==> src/rtl/lb_arb_pkg.sv <==
// Shared definitions for the Marble local-bus share arbiter and slave-side code.
// Bus widths and arbiter state encoding.
package lb_arb_pkg;

   localparam int unsigned LbAddrW = 24;
   localparam int unsigned LbDataW = 32;

   typedef enum logic [1:0] {
      StIdle  = 2'd0,
      StIssue = 2'd1,
      StWait  = 2'd2,
      StDone  = 2'd3
   } arb_state_e;

endpackage

==> src/rtl/rr_pick2.sv <==
// Two-way round-robin picker with a lock override for the last winner.
// Purely combinational; pick is one-hot or zero.
module rr_pick2 (
   input  logic [1:0] req,
   input  logic       last,
   input  logic       lock_ok,
   output logic [1:0] pick
);

   logic other;

   assign other = ~last;

   always_comb begin
      pick = 2'b00;
      if (lock_ok && req[last]) begin
         pick[last] = 1'b1;
      end else if (req[other]) begin
         pick[other] = 1'b1;
      end else if (req[last]) begin
         pick[last] = 1'b1;
      end
   end

endmodule

==> src/rtl/lb_share_arb.sv <==
// Shares one local bus between two level-held requesters: one strobe per
// transaction, one-cycle ack, fixed-latency read capture.
module lb_share_arb
   import lb_arb_pkg::*;
#(
   parameter int unsigned read_pipe = 2,
   parameter int unsigned hold_max  = 4
) (
   input  logic               clk,
   input  logic               rst_n,
   input  logic [1:0]         req,
   input  logic [1:0]         lock,
   input  logic [LbAddrW-1:0] addr0,
   input  logic [LbAddrW-1:0] addr1,
   input  logic [1:0]         rd,
   input  logic [LbDataW-1:0] wdata0,
   input  logic [LbDataW-1:0] wdata1,
   output logic [1:0]         ack,
   output logic [LbDataW-1:0] rdata,
   output logic [1:0]         grant,
   output logic [LbAddrW-1:0] lb_addr,
   output logic               lb_strobe,
   output logic               lb_rd,
   output logic [LbDataW-1:0] lb_wdata,
   input  logic [LbDataW-1:0] lb_rdata
);

   localparam int unsigned CntW  = (read_pipe > 0) ? $clog2(read_pipe + 1) : 1;
   localparam int unsigned HoldW = (hold_max > 0) ? $clog2(hold_max + 1) : 1;

   arb_state_e         state_q, state_d;
   logic [1:0]         grant_q;
   logic               last_q;
   logic               lock_mem_q;
   logic [HoldW-1:0]   hold_q;
   logic [CntW-1:0]    cnt_q;
   logic [1:0]         ack_q;
   logic [LbDataW-1:0] rdata_q;
   logic [LbAddrW-1:0] lb_addr_q;
   logic               lb_rd_q;
   logic [LbDataW-1:0] lb_wdata_q;

   logic               lock_ok;
   logic [1:0]         pick;
   logic               pick_idx;
   logic               write_ack;

   // Lock only wins while under the hold budget or nobody else is waiting.
   assign lock_ok  = lock_mem_q && ((hold_q < HoldW'(hold_max)) || !req[~last_q]);
   assign pick_idx = pick[1];

   rr_pick2 u_pick (
      .req     (req),
      .last    (last_q),
      .lock_ok (lock_ok),
      .pick    (pick)
   );

   always_comb begin
      state_d = state_q;
      case (state_q)
         StIdle: begin
            if (pick != 2'b00) state_d = StIssue;
         end
         StIssue: begin
            if (!lb_rd_q || (read_pipe == 0)) state_d = StDone;
            else                              state_d = StWait;
         end
         StWait: begin
            if (cnt_q == CntW'(1)) state_d = StDone;
         end
         StDone: begin
            state_d = StIdle;
         end
         default: state_d = StIdle;
      endcase
   end

   always_ff @(posedge clk or negedge rst_n) begin
      if (!rst_n) state_q <= StIdle;
      else        state_q <= state_d;
   end

   always_ff @(posedge clk or negedge rst_n) begin
      if (!rst_n) begin
         grant_q    <= 2'b00;
         last_q     <= 1'b1;
         lock_mem_q <= 1'b0;
         hold_q     <= '0;
         cnt_q      <= '0;
         ack_q      <= 2'b00;
         rdata_q    <= '0;
         lb_addr_q  <= '0;
         lb_rd_q    <= 1'b0;
         lb_wdata_q <= '0;
      end else begin
         ack_q <= 2'b00;
         if (ack != 2'b00) lock_mem_q <= lock[last_q];
         if (state_d == StDone) grant_q <= 2'b00;
         case (state_q)
            StIdle: begin
               if (pick != 2'b00) begin
                  grant_q    <= pick;
                  last_q     <= pick_idx;
                  lb_addr_q  <= pick_idx ? addr1 : addr0;
                  lb_rd_q    <= rd[pick_idx];
                  lb_wdata_q <= pick_idx ? wdata1 : wdata0;
                  if (pick_idx == last_q) begin
                     if (hold_q < HoldW'(hold_max)) hold_q <= hold_q + HoldW'(1);
                  end else begin
                     hold_q <= HoldW'(1);
                  end
               end
            end
            StIssue: begin
               cnt_q <= CntW'(read_pipe);
               if (lb_rd_q && (read_pipe == 0)) begin
                  rdata_q <= lb_rdata;
                  ack_q   <= grant_q;
               end
            end
            StWait: begin
               cnt_q <= cnt_q - CntW'(1);
               if (cnt_q == CntW'(1)) begin
                  rdata_q <= lb_rdata;
                  ack_q   <= grant_q;
               end
            end
            default: ;
         endcase
      end
   end

   // Writes complete in the strobe cycle; reads ack from the registered pulse.
   assign write_ack = (state_q == StIssue) && !lb_rd_q;

   assign ack       = ack_q | (grant_q & {2{write_ack}});
   assign rdata     = rdata_q;
   assign grant     = grant_q;
   assign lb_addr   = lb_addr_q;
   assign lb_strobe = (state_q == StIssue);
   assign lb_rd     = lb_rd_q;
   assign lb_wdata  = lb_wdata_q;

endmodule

==> config.mk <==
export PLATFORM = sky130hd
export DESIGN_NAME = lb_share_arb
export DESIGN_NICKNAME = d
export VERILOG_FILES = /design/src/rtl/lb_arb_pkg.sv /design/src/rtl/rr_pick2.sv /design/src/rtl/lb_share_arb.sv
export SDC_FILE = /design/constraint.sdc
export NUM_CORES = 1
export LEC_CHECK = 0
export ABC_AREA = 1
export CAP_MARGIN = 25
export CORE_MARGIN = 5
export CORE_UTILIZATION = 41
export DETAILED_ROUTE_END_ITERATION = 7
export HOLD_SLACK_MARGIN = 0.15
export PLACE_DENSITY = 0.85
export SYNTH_ARGS = -nofsm -noshare
export SYNTH_HDL_FRONTEND = slang
export SYNTH_SLANG_ARGS = --single-unit
export TNS_END_PERCENT = 100
==> constraint.sdc <==
create_clock -name clk -period 2.4 [get_ports clk]
set_clock_uncertainty 0.2 [all_clocks]
set_input_delay 0.36 -clock clk [delete_from_list [all_inputs] [get_ports clk]]
set_output_delay 0.36 -clock clk [all_outputs]
set_load 0.02 [all_outputs]
==> results <==
- The flow ran to the end, and the final reports show no timing, DRC or antenna violations.
- Yosys printed 0 warnings.
- The number of CTS-inserted buffers is 9.
- Synthesis produced a netlist with a net count of 803.
- The maximum vdd drop is 0.000677 V.
- In this run the worst setup path terminates at ack[0].
- The first global-routing pass estimated 23600 microns of wire.
- In the final layout, the share of cells above drive strength 1 is 0.0876.
- STA classifies the critical path endpoint as an output pin.
- The residual overflow from global routing is 0.
- The H-tree was split into 3 levels.
- The register area share after synthesis is 0.496.
- Setup repair after global routing left no endpoint under its margin.
- The number of different library cells used by synthesis comes to 26.
- The number of global-route vias before repair is 4918.
- From left edge to right edge, the die measures 122 microns.
- The number of detailed-route iterations in the first pass is 4.
- The DRC violations left is 0.
- The worst hold-check slack is 0.280 ns.
- The CTS tree is yes.
- Counting flops with a built-in enable in the synthesized netlist gives 0.
- In this run the static leakage power is 4.18 nW.
- The count of input and output buffers is 245.
- In the final design database the tool counted 1042 nets.
- For the worst setup path, the data required time is 1.84 ns.
- The placeable core region is 12500 sq um.
- After routing the design area is 8180 sq um.
- The worst slew slack as a fraction of its limit is 0.571.
- The number of pins with negative max-slew slack in the final report was 0.
- The path type of the worst setup path is flip-flop to output pin.
- After synthesis the netlist holds a flip-flop and latch count of 102.
- The critical path depth in cells is 5.
- The type of the worst min-delay path is flip-flop to flip-flop.
- The CTS root buffer is sky130_fd_sc_hd__clkbuf_16.
- The detailed-route wire length per cell is 14.0 microns.
- The post-place instance area is 7850 sq um.
- The floorplan step defined a die boundary enclosing 14900 sq um.
- For this configuration, the core starts out at a cell density of 0.413.
- Compared with the post-synthesis result, the final layout area differs by 58.8%.
- Setup total negative slack on the finished layout was measured at 0 ns.
- The arrival time of the worst setup path is 1.65 ns.
- The count of nets left with antenna violations once routing finished came out at 0.
- In this run the mean area of a mapped cell was 7.97 sq um.
- The synthesized cell area is 5150 sq um.
- Once layout is complete, the utilization of the core stands at 0.656.
- The commonest non-fill, non-tap cell in the layout is sky130_fd_sc_hd__clkdlybuf4s50_1.
- In the layout the commonest cells are sky130_fd_sc_hd__clkdlybuf4s50_1 (242), sky130_fd_sc_hd__nand2_1 (196), sky130_fd_sc_hd__inv_1 (124).
- The number of buffer and inverter stages on the critical path is 2.
- Of all nets on the critical path, the largest fanout is 3.
- At the pin with the least slew margin, the transition time is 0.644 ns.
- At the end of routability-driven placement, the weighted congestion stood at 0.836.
- After technology mapping, the gate count stands at 646.
- Routed signal wires occupy layers up through met4.
- For this design, the sink count on the clock tree is 102.
- The most common flop cell mapped by yosys is sky130_fd_sc_hd__dfrtp_1.
- After floorplanning, the core was divided into 41 placement rows.
- The clock passes through at most 2 buffers.
- In this run the count of I/O pins placed on the die edge is 246.
- After the first detailed-routing iteration, the DRC count stood at 217.
- The peak clock frequency supported by timing is 452 MHz.
- The met1 routed wirelength after detailed routing is 5960 microns.
- The total via count after detailed routing is 4876.
- The initial antenna violation count is 0.
- The final total power is 0.0104 W.
- The fraction of registers with async set/reset is 1.00.
- The peak per-stage delay on the critical path is 0.39 ns.
- Across every metal layer, demand over resource in global routing totals 0.198.
- The tool flagged a number of max-cap violations equal to 0.
- The setup violation total in the final timing report is 0.
- The startpoint identified for the worst register-to-register timing path is last_q$_DFFE_PN1P_.
- After clock tree synthesis, the clock-pin slew on the worst setup and hold paths is 0.08 ns.
- The total met3 wirelength after detailed routing is 1240 microns.
- Tracing the worst setup path back leads to its startpoint at state_q[1]$_DFF_PN0_.
- The critical path goes through inv_1 > ha_1 > nand2_1 > o21bai_1 > dlygate4sd2_1.
- The largest individual stage delay along the critical path comes from the cell sky130_fd_sc_hd__dfrtp_1.
- In this run the register-to-register setup slack is 0.43 ns.
- The floorplan step set the die height to 122 microns.
- The number of post-CTS setup repair buffers is 0.
- Among cell families on the critical path, the largest total delay comes from buffers and inverters.
- Entering global routing, the biggest net connects 48 pins.
- Wires add up to 14800 microns.
- Dividing total power by cell area gives a power density of 1270 nW/um^2.
- The average via count per standard cell is 4.59.
- The worst reg-to-reg path cell count is 10.
- The clock insertion delay at the later pin of the skew report is 0.35 ns.
- Summed over all nets, the half-perimeter wirelength after detailed placement is 11300 microns.
- The repair_antennas step left the layout with diodes totalling 0.
- The final period utilization is 0.922.
- The number of endpoints with negative hold slack in the final report is 0.
- STA classifies the critical path startpoint as a flip-flop.
- The worst path needs 2.21 ns of the cycle, external delays included.
- The capture instance of the worst register-to-register path is lb_wdata[15]$_DFFE_PN0P_.
- The wire length on met2 is 7300 microns.
-- synthesized netlist by cell type, types with 2 or more instances --
master,count,share of area
sky130_fd_sc_hd__nand2_1,197,0.14
sky130_fd_sc_hd__inv_1,124,0.090
sky130_fd_sc_hd__nand3_1,120,0.12
sky130_fd_sc_hd__dfrtp_1,101,0.49
sky130_fd_sc_hd__mux2_2,32,0.070
sky130_fd_sc_hd__buf_2,10,0.0097
sky130_fd_sc_hd__clkbuf_1,10,0.0073
sky130_fd_sc_hd__buf_4,8,0.012
sky130_fd_sc_hd__nor2_1,8,0.0058
sky130_fd_sc_hd__ha_1,5,0.012
sky130_fd_sc_hd__nand2_2,5,0.0061
sky130_fd_sc_hd__a21oi_1,4,0.0039
sky130_fd_sc_hd__buf_1,4,0.0029
sky130_fd_sc_hd__o21ai_0,3,0.0029
sky130_fd_sc_hd__buf_6,2,0.0044
sky130_fd_sc_hd__inv_2,2,0.0015
sky130_fd_sc_hd__o21bai_1,2,0.0029
-- cell type report --
cell class / instances / area, sq um
fillers: 1036 / 4290
repair buffers: 262 / 2680
flip-flops and latches: 102 / 2550
multi-input cells: 383 / 1940
inverters: 127 / 479
clock buffers: 9 / 225
well taps: 172 / 215
clock inverters: 7 / 93.8
-- power breakdown --
group / internal, W / total [W] / switching [W]
Sequential: 0.00259 / 0.00306 / 0.000467
Clock: 0.000760 / 0.00150 / 0.000736
Combinational: 0.00267 / 0.00586 / 0.00319
-- state kept, by name, summed over array words and instances, names as in the netlist, 2 cells and up --
register  flops
lb_wdata     32
rdata        32
lb_addr      24
hold_q        3
ack_q         2
cnt_q         2
grant         2
state_q       2
-- stage by stage --
step / cells / setup WS [ns]
5_1_grt: 1062 / 0.0517
3_3_place_gp: 1045 / 0.203
3_5_place_dp: 1045 / 0.163
2_1_floorplan: 646 / 0.559
4_1_cts: 1062 / 0.162
6_report: 1062 / 0.188
-- worst min-delay path: stages, from the launching register on --
cell and delay, ns:
sky130_fd_sc_hd__dfrtp_1 0.34, sky130_fd_sc_hd__nand2_1 0.05, sky130_fd_sc_hd__nand2_1 0.05
-- what timing repair did --
item | 4_1_cts | 5_1_grt
gates resized for setup | 2 | 0
endpoints found under the setup margin | 2 | 0
hold buffers | 1 | 0
hold endpoints to repair | 45 | 0
-- cell families after synthesis --
kind of cell	after synthesis	share of synthesized area
AO/OA/AOI/OAI	10	0.0112
adder cells (fa/ha/maj)	5	0.0121
buffers and inverters	161	0.129
flip-flops	102	0.496
multiplexers	33	0.0719
AND/OR/NAND/NOR	335	0.280
-- layer usage --
| layer | vias up | track usage |
|---|---|---|
| met5 | - | 0 |
| met4 | 0 | 0.0665 |
| met3 | 26 | 0.0617 |
| met2 | 171 | 0.347 |
| met1 | 2224 | 0.231 |
| li1 | 2455 | - |
-- worst min-delay path by stage --
stage,from,end,slack [ns],cells past startpoint
after floorplan,rst_n,ack_q[0]$_DFF_PN0_,-0.14,0
after global placement,rst_n,lb_addr[19]$_DFFE_PN0P_,0.23,1
after detailed placement,rst_n,lb_addr[19]$_DFFE_PN0P_,0.23,1
after CTS,lb_addr[7]$_DFFE_PN0P_,lb_addr[7]$_DFFE_PN0P_,0.29,2
after global routing,lb_wdata[28]$_DFFE_PN0P_,lb_wdata[28]$_DFFE_PN0P_,0.30,2
final,lb_addr[4]$_DFFE_PN0P_,lb_addr[4]$_DFFE_PN0P_,0.28,2
Power figures use the tool's default switching activity.
